<file path="config.mk">
export PLATFORM = sky130hd
export DESIGN_NAME = hilo_unit
export DESIGN_NICKNAME = d
export VERILOG_FILES = /design/src/rtl/hilo_pkg.sv /design/src/rtl/div_iter.sv /design/src/rtl/hilo_unit.sv
export SDC_FILE = /design/constraint.sdc
export NUM_CORES = 2
export LEC_CHECK = 0
export CORE_AREA = 5 5 398 400
export CTS_BUF_LIST = sky130_fd_sc_hd__clkbuf_8
export CTS_CLUSTER_DIAMETER = 40
export DETAILED_ROUTE_END_ITERATION = 12
export DIE_AREA = 0 0 403 405
export GPL_TIMING_DRIVEN = 1
export HOLD_SLACK_MARGIN = 0.12
export PLACE_DENSITY_LB_ADDON = 0.3
export SYNTH_ARGS = -nofsm -noshare
export SYNTH_HDL_FRONTEND = slang
export SYNTH_SLANG_ARGS = --single-unit
</file>
<file path="constraint.sdc">
create_clock -name clk -period 13.17 [get_ports clk]
set_input_delay 3.951 -clock clk [delete_from_list [all_inputs] [get_ports clk]]
set_output_delay 3.951 -clock clk [all_outputs]
set_load 0.01 [all_outputs]
</file>
<file path="src/rtl/hilo_pkg.sv">
// Purpose: shared types and constants for the HI/LO multiply/divide unit.
// Latency: n/a (types only).
// Backpressure: n/a. Decode imports hilo_op_t to build the op field.
package hilo_pkg;

   localparam int DIV_ITERS = 32;

   typedef enum logic [2:0] {
      HOP_MULT  = 3'd0,
      HOP_MULTU = 3'd1,
      HOP_DIV   = 3'd2,
      HOP_DIVU  = 3'd3,
      HOP_MTHI  = 3'd4,
      HOP_MTLO  = 3'd5
   } hilo_op_t;

   typedef enum logic [1:0] {
      S_IDLE = 2'd0,
      S_MUL  = 2'd1,
      S_DIV  = 2'd2,
      S_FIX  = 2'd3
   } state_t;

   // Magnitude of a two's-complement word; 0x80000000 maps to itself,
   // which is the correct unsigned magnitude 2^31.
   function automatic logic [31:0] abs32(input logic [31:0] v);
      return v[31] ? (~v + 32'd1) : v;
   endfunction

endpackage

</file>
<file path="src/rtl/div_iter.sv">
// Purpose: unsigned restoring divider core, one quotient bit per cycle.
// Latency: load, then ITERS step cycles; done is high during the last step.
// Backpressure: none; abort (or reset) stops the core immediately.
// Ports: clk, reset (sync, active-high), load/abort controls,
//        dividend/divisor in, quotient/remainder/done out.
module div_iter #(
   parameter int ITERS = 32
) (
   input  logic        clk,
   input  logic        reset,
   input  logic        load,
   input  logic        abort,
   input  logic [31:0] dividend,
   input  logic [31:0] divisor,
   output logic [31:0] quotient,
   output logic [31:0] remainder,
   output logic        done
);

   localparam int CW = $clog2(ITERS);

   logic          active;
   logic [CW-1:0] cnt;
   logic [31:0]   dvsr;
   logic [32:0]   shifted;
   logic          ge;

   // Dividend bits are consumed MSB-first out of the quotient register
   // while quotient bits shift in from the bottom.
   assign shifted = {remainder, quotient[31]};
   assign ge      = (shifted >= {1'b0, dvsr});
   assign done    = active & (cnt == CW'(ITERS - 1));

   always_ff @(posedge clk) begin
      if (reset) begin
         active    <= 1'b0;
         cnt       <= '0;
         dvsr      <= '0;
         quotient  <= '0;
         remainder <= '0;
      end else if (abort) begin
         active <= 1'b0;
         cnt    <= '0;
      end else if (load) begin
         active    <= 1'b1;
         cnt       <= '0;
         dvsr      <= divisor;
         quotient  <= dividend;
         remainder <= '0;
      end else if (active) begin
         // When ge holds the difference is below dvsr, so 32 bits suffice.
         remainder <= ge ? (shifted[31:0] - dvsr) : shifted[31:0];
         quotient  <= {quotient[30:0], ge};
         cnt       <= cnt + CW'(1);
         if (done) active <= 1'b0;
      end
   end

endmodule

</file>
<file path="src/rtl/hilo_unit.sv">
// Purpose: architectural HI/LO pair plus multi-cycle MULT/DIV datapath.
// Latency: MT* 1 cycle, MULT* 3 cycles, DIV* 34 cycles (start to visible).
// Backpressure: busy stalls issue; start while busy is illegal; flush aborts.
// Ports: clk, reset (sync, active-high), start/op/a/b/flush from execute,
//        busy to hazard, hi/lo committed registers to decode.
module hilo_unit #(
   parameter int DIV_ITERS = hilo_pkg::DIV_ITERS
) (
   input  logic              clk,
   input  logic              reset,
   input  logic              start,
   input  hilo_pkg::hilo_op_t op,
   input  logic [31:0]       a,
   input  logic [31:0]       b,
   input  logic              flush,
   output logic              busy,
   output logic [31:0]       hi,
   output logic [31:0]       lo
);

   import hilo_pkg::*;

   state_t             state, next_state;
   logic               accept, is_muldiv, is_div;
   logic               div_load, mul_wr, fix_wr;
   logic signed [32:0] ma, mb;
   logic signed [63:0] prod;
   logic               mul_cnt;
   logic               q_neg, r_neg, div_zero;
   logic [31:0]        quo, rem;
   logic               div_done;

   assign accept    = start & ~flush & (state == S_IDLE);
   assign is_muldiv = op inside {HOP_MULT, HOP_MULTU, HOP_DIV, HOP_DIVU};
   assign is_div    = op inside {HOP_DIV, HOP_DIVU};
   assign busy      = (accept & is_muldiv) | (state != S_IDLE);

   always_ff @(posedge clk) begin
      if (reset) state <= S_IDLE;
      else       state <= next_state;
   end

   always_comb begin
      next_state = state;
      div_load   = 1'b0;
      mul_wr     = 1'b0;
      fix_wr     = 1'b0;
      case (state)
         S_IDLE: begin
            if (accept) begin
               if (op inside {HOP_MULT, HOP_MULTU}) next_state = S_MUL;
               else if (is_div) begin
                  next_state = S_DIV;
                  div_load   = 1'b1;
               end
            end
         end
         S_MUL: begin
            if (mul_cnt) begin
               next_state = S_IDLE;
               mul_wr     = 1'b1;
            end
         end
         S_DIV: if (div_done) next_state = S_FIX;
         S_FIX: begin
            next_state = S_IDLE;
            // Divide by zero still runs the full length but commits nothing.
            fix_wr     = ~div_zero;
         end
         default: next_state = S_IDLE;
      endcase
      if (flush) begin
         next_state = S_IDLE;
         div_load   = 1'b0;
         mul_wr     = 1'b0;
         fix_wr     = 1'b0;
      end
   end

   // Multiply: operand registers, then product register, then commit.
   always_ff @(posedge clk) begin
      if (reset) begin
         ma      <= '0;
         mb      <= '0;
         prod    <= '0;
         mul_cnt <= 1'b0;
      end else begin
         if (accept && (op inside {HOP_MULT, HOP_MULTU})) begin
            ma <= {(op == HOP_MULT) & a[31], a};
            mb <= {(op == HOP_MULT) & b[31], b};
         end
         prod    <= ma * mb;
         mul_cnt <= (state == S_MUL) ? ~mul_cnt : 1'b0;
      end
   end

   // Divide: core works on magnitudes; signs are reapplied in S_FIX.
   always_ff @(posedge clk) begin
      if (reset) begin
         q_neg    <= 1'b0;
         r_neg    <= 1'b0;
         div_zero <= 1'b0;
      end else if (div_load) begin
         q_neg    <= (op == HOP_DIV) & (a[31] ^ b[31]);
         r_neg    <= (op == HOP_DIV) & a[31];
         div_zero <= (b == 32'd0);
      end
   end

   div_iter #(.ITERS(DIV_ITERS)) u_div (
      .clk       (clk),
      .reset     (reset),
      .load      (div_load),
      .abort     (flush),
      .dividend  ((op == HOP_DIV) ? abs32(a) : a),
      .divisor   ((op == HOP_DIV) ? abs32(b) : b),
      .quotient  (quo),
      .remainder (rem),
      .done      (div_done)
   );

   always_ff @(posedge clk) begin
      if (reset) begin
         hi <= '0;
         lo <= '0;
      end else if (mul_wr) begin
         hi <= prod[63:32];
         lo <= prod[31:0];
      end else if (fix_wr) begin
         lo <= q_neg ? (~quo + 32'd1) : quo;
         hi <= r_neg ? (~rem + 32'd1) : rem;
      end else if (accept && op == HOP_MTHI) begin
         hi <= a;
      end else if (accept && op == HOP_MTLO) begin
         lo <= a;
      end
   end

   a_no_start_when_busy: assert property (@(posedge clk) disable iff (reset)
      !(start && state != S_IDLE));

endmodule

</file>
==> impl_results.md <==
- Layout Area Growth over Synthesis: 8.19%
- Count of vias placed by the detailed router: 41453
- Post-Syn Instances: 6086
- Port Buffers: roughly 140
- Clk_lat worst skew: 0.64 ns
- First-iteration detailed-routing DRC count: 3252
- Max Buffers Root-to-Sink: 3
- Levels on crit path: 4
- Setup slack, reg-to-reg: 4.29 ns
- Buffer and inverter count on the worst path: 2
- Worst hold slack after final layout: about 0.43 ns
- Routed wire per std cell: 20.5 um
- Worst-path clk slew: 0.06 ns
- Post-detailed-routing wire length: approximately 170 mm
- Worst slew pin tran: between 1 and 1.5 ns
- Share of async-settable or async-resettable flops after synthesis: 0%
- Most frequent cells in the layout: sky130_fd_sc_hd__inv_1, sky130_fd_sc_hd__fa_1, sky130_fd_sc_hd__nand2_1, sky130_fd_sc_hd__and2_1, sky130_fd_sc_hd__a21oi_1
- Setup Viol. Count Final: 0
- CTS H-tree depth: 2
- Post-cts sizing count: 0
- Die height: slightly above 400 um
- Number of antenna violations at the first check in global routing: 11
- Post-Synthesis Mean Instance Area: 8.79 sq um
- Cts hold-fix bufs: 0
- Mapped Nets: 7533
- Largest net degree at the start of global routing: 96
- Commonest non-fill, non-tap cell in the layout: sky130_fd_sc_hd__inv_1
- Reg2Reg Capture Point: prod[63]
- Starting utilization of the core area: 34.5%
- Internal power consumption: around 1600 uW
- Endpoint of the worst setup timing path: busy
- CP max stage delay: 0.63 ns
- Data required time at the worst endpoint: 9.22 ns
- Leading cell types by total area after synthesis: sky130_fd_sc_hd__fa_1, sky130_fd_sc_hd__dfxtp_1, sky130_fd_sc_hd__inv_1, sky130_fd_sc_hd__and2_1, sky130_fd_sc_hd__ha_1
- Number of cells on the worst hold path: 1
- Worst hold path type: reg -> reg
- Die Width: roughly 400 um
- Crit path capture type: primary output
- Final antenna-violating net count: 0
- Cell with the biggest individual delay on the critical path: sky130_fd_sc_hd__clkdlybuf4s50_1
- Path depth of the worst reg2reg path: 24
- Count of different cell masters after synthesis: between 80 and 90
- Switching fraction of total power: 32.6%
- Global-route wire length before repair: 261 mm
- Min Tclk post-route: 9.70 ns
- Pins Over Slew Limit: 0
- Status: finished clean
- Final TNS setup: 0 ns
- Power per Cell Area: 41.3 nW/um^2
- Achievable frequency: 103 MHz
- Grt ovf: 0
- CP Max Fanout: 11
- CTS tree: yes
- Worst setup skew after layout: between 0.03 and 0.04 ns
- Floorplan row count: 145
- Final core utilization: 37.4%
- TritonCTS sink count: 302
- Most used cell, CP: sky130_fd_sc_hd__clkdlybuf4s50_1
- Clock root buffer: sky130_fd_sc_hd__clkbuf_8
- Flop pwr share: 39.7%
- Routability-driven placement congestion ratio: 0.914
- Critical-path cell list: clkdlybuf4s50_1, nand2b_1, o21ai_0, clkdlybuf4s50_1
- Unrepaired setup endpoints after global routing: no
- Top cell type by total area after synthesis: sky130_fd_sc_hd__fa_1
- Sequential area share after synthesis: between 10 and 15%
- Family with the most delay on the worst path: buffers and inverters
- I/O pin count: 136
- Warnings, synthesis: 0
- Number of flip-flops and latches in the synthesized netlist: between 300 and 400
- Summed instance area of the synthesized netlist: 53500 sq um
- Total count of hold-check failures in the final report: 0
- FF-to-FF Start: mb[6]
- Part of the total power dissipated in combinational logic: 21.1%
- 1st-pass router iterations: 7
- DRC errors left: 0
- Area inside the core boundary: 155000 sq um
- Dominant synthesized flop cell: sky130_fd_sc_hd__dfxtp_1
- Vias per cell: ~5.1
- Slew Limit Headroom: 19.6%
- Overall fraction of global-route tracks in use: roughly a fifth
- Number of flops mapped to enable cells by yosys: 0
- Sort of element at the start of the critical path: primary input
- Number of global-route vias before repair: about 43000
- Instance area at placement: between 50000 and 60000 sq um
- Die ar.: 163000 sq um
- Number of buffers added by the clock tree synthesis step: 54
- Fraction of layout instances using a drive strength above 1: 3.64%
- Max rail drop VDD: between 0.06 and 0.07 mV
- NetSw: 780 uW
- Lkg Pwr: 0.0266 uW
- Portion of synthesized cell area occupied by the leading cell type: 42.1%
- Setup Fix Bufs, Post-CTS: 0
- Post-layout instance area: roughly 58000 sq um
- # nets final: 7453
- Worst Path Arrival: around 5.8 ns
- Max-capacitance violation count: 0
- Share of the cycle needed by the critical path after routing: 73.7%
- Critical path origin: flush
- Type of the worst setup path: in -> out
- Clock power share: roughly two fifths
- Hpwl dp: ~120 mm
[cells in the mapped netlist, types with 4 or more instances]
cell                       count
sky130_fd_sc_hd__nand2b_1     30
sky130_fd_sc_hd__and2_1      546
sky130_fd_sc_hd__fa_1       1126
sky130_fd_sc_hd__nand4_1      14
sky130_fd_sc_hd__a311oi_1      9
sky130_fd_sc_hd__or2_2         9
sky130_fd_sc_hd__inv_1      1123
sky130_fd_sc_hd__a32oi_1       5
sky130_fd_sc_hd__nor4b_1       6
sky130_fd_sc_hd__dfxtp_1     302
sky130_fd_sc_hd__a31oi_1      10
sky130_fd_sc_hd__ha_1        250
sky130_fd_sc_hd__mux2i_1       9
sky130_fd_sc_hd__o41ai_1      10
sky130_fd_sc_hd__a211oi_1    132
sky130_fd_sc_hd__buf_2         4
sky130_fd_sc_hd__or3_1        20
sky130_fd_sc_hd__a21boi_0      6
sky130_fd_sc_hd__o21bai_1     13
sky130_fd_sc_hd__o211ai_1     26
sky130_fd_sc_hd__nand2_1     797
sky130_fd_sc_hd__xor2_1      117
sky130_fd_sc_hd__and3_1       18
sky130_fd_sc_hd__nor4_1       18
sky130_fd_sc_hd__clkbuf_1    329
sky130_fd_sc_hd__nor2b_1      40
sky130_fd_sc_hd__or4_1         9
sky130_fd_sc_hd__o21a_1       14
sky130_fd_sc_hd__nand3_1      31
sky130_fd_sc_hd__a22oi_1       6
sky130_fd_sc_hd__buf_4         5
sky130_fd_sc_hd__a21o_1       37
sky130_fd_sc_hd__xnor2_1      96
sky130_fd_sc_hd__and4_1        7
sky130_fd_sc_hd__o31ai_1      26
sky130_fd_sc_hd__a221o_1       4
sky130_fd_sc_hd__o21ai_0     128
sky130_fd_sc_hd__a21o_2        4
sky130_fd_sc_hd__buf_1        13
sky130_fd_sc_hd__o21ai_1      16
sky130_fd_sc_hd__a21oi_1     306
sky130_fd_sc_hd__nor3_1       49
sky130_fd_sc_hd__nor2_1      293
sky130_fd_sc_hd__nor3b_1       5
[worst reg2reg max path, stage by stage, from the launching register on]
cell                       delay, ns
sky130_fd_sc_hd__dfxtp_1        0.31
sky130_fd_sc_hd__buf_4          0.48
sky130_fd_sc_hd__nand2_1        0.25
sky130_fd_sc_hd__inv_1          0.13
sky130_fd_sc_hd__fa_1           0.39
sky130_fd_sc_hd__inv_1          0.24
sky130_fd_sc_hd__fa_1           0.50
sky130_fd_sc_hd__inv_1          0.20
sky130_fd_sc_hd__fa_1           0.49
sky130_fd_sc_hd__fa_1           1.19
sky130_fd_sc_hd__inv_1          0.23
sky130_fd_sc_hd__fa_1           0.54
sky130_fd_sc_hd__fa_1           0.58
sky130_fd_sc_hd__fa_1           0.44
sky130_fd_sc_hd__fa_1           0.49
sky130_fd_sc_hd__inv_1          0.04
sky130_fd_sc_hd__ha_1           0.41
sky130_fd_sc_hd__nand2_1        0.12
sky130_fd_sc_hd__a211oi_1       0.43
sky130_fd_sc_hd__o221ai_1       0.17
sky130_fd_sc_hd__nand3_1        0.31
sky130_fd_sc_hd__a211o_1        0.24
sky130_fd_sc_hd__a21oi_1        0.09
sky130_fd_sc_hd__xnor2_1        0.40
sky130_fd_sc_hd__nor2_1         0.10
[how the worst min path moves through the flow]
stage             from  endpoint
6_report       mul_cnt   mul_cnt
5_1_grt        mul_cnt   mul_cnt
4_1_cts        mul_cnt   mul_cnt
3_3_place_gp   mul_cnt   mul_cnt
2_1_floorplan  mul_cnt   mul_cnt
3_5_place_dp   mul_cnt   mul_cnt
[registers in the layout, summed over array words and instances, names as in the netlist, 2 cells and up]
signal / count
u_div.quotient: 32
mb: 33
ma: 33
u_div.remainder: 32
state: 2
prod: 64
hi: 32
u_div.dvsr: 32
u_div.cnt: 5
lo: 32
[layer usage]
layer,GRT usage [%],vias up,wire [um]
met5,0,-,13
met4,5.68,2,5210
met3,2.99,247,13000
met2,32.2,1595,74600
met1,29.3,21220,73000
li1,-,18389,-
[logic make-up (layout without fill, tap and decap cells)]
kind of cell	Yosys count	in the layout	share of synthesized area, %
and+or+nand+nor	1917	1917	17.4
buffers and inverters	1480	1439	10.5
adders and majority gates	1376	1376	48.0
AOI/OAI and AO/OA	788	788	9.18
DFF	302	302	11.3
xor gates and xnor gates	213	213	3.49
muxes	10	10	0.189
other	0	1	0
[power by group through the flow]
stage	clock, uW	combinational [uW]	sequential, uW
3_5_place_dp	0	497	969
2_1_floorplan	0	325	965
3_3_place_gp	0	491	969
5_1_grt	994	551	951
4_1_cts	957	499	949
6_report	938	504	950
[cell type report]
| type | instances | area (sq um) |
|---|---|---|
| tap | 2058 | 2570 |
| multi-input combinational | 4304 | 41900 |
| fill | 15836 | 97000 |
| inverter | 1123 | 4220 |
| clock inverter | 28 | 221 |
| clock buffer | 67 | 922 |
| timing repair buffer | 221 | 2000 |
| antenna | 1 | 2.50 |
| sequential | 302 | 6050 |
[stage by stage]
stage	power (uW)	cells	worst slack [ns]
finish	2390	8104	3.47
global route	2500	8104	3.37
CTS	2410	8103	3.50
detailed placement	1470	8008	3.51
global placement	1460	8008	3.51
floorplan	1290	6086	4.78
Power figures use the tool's default switching activity.
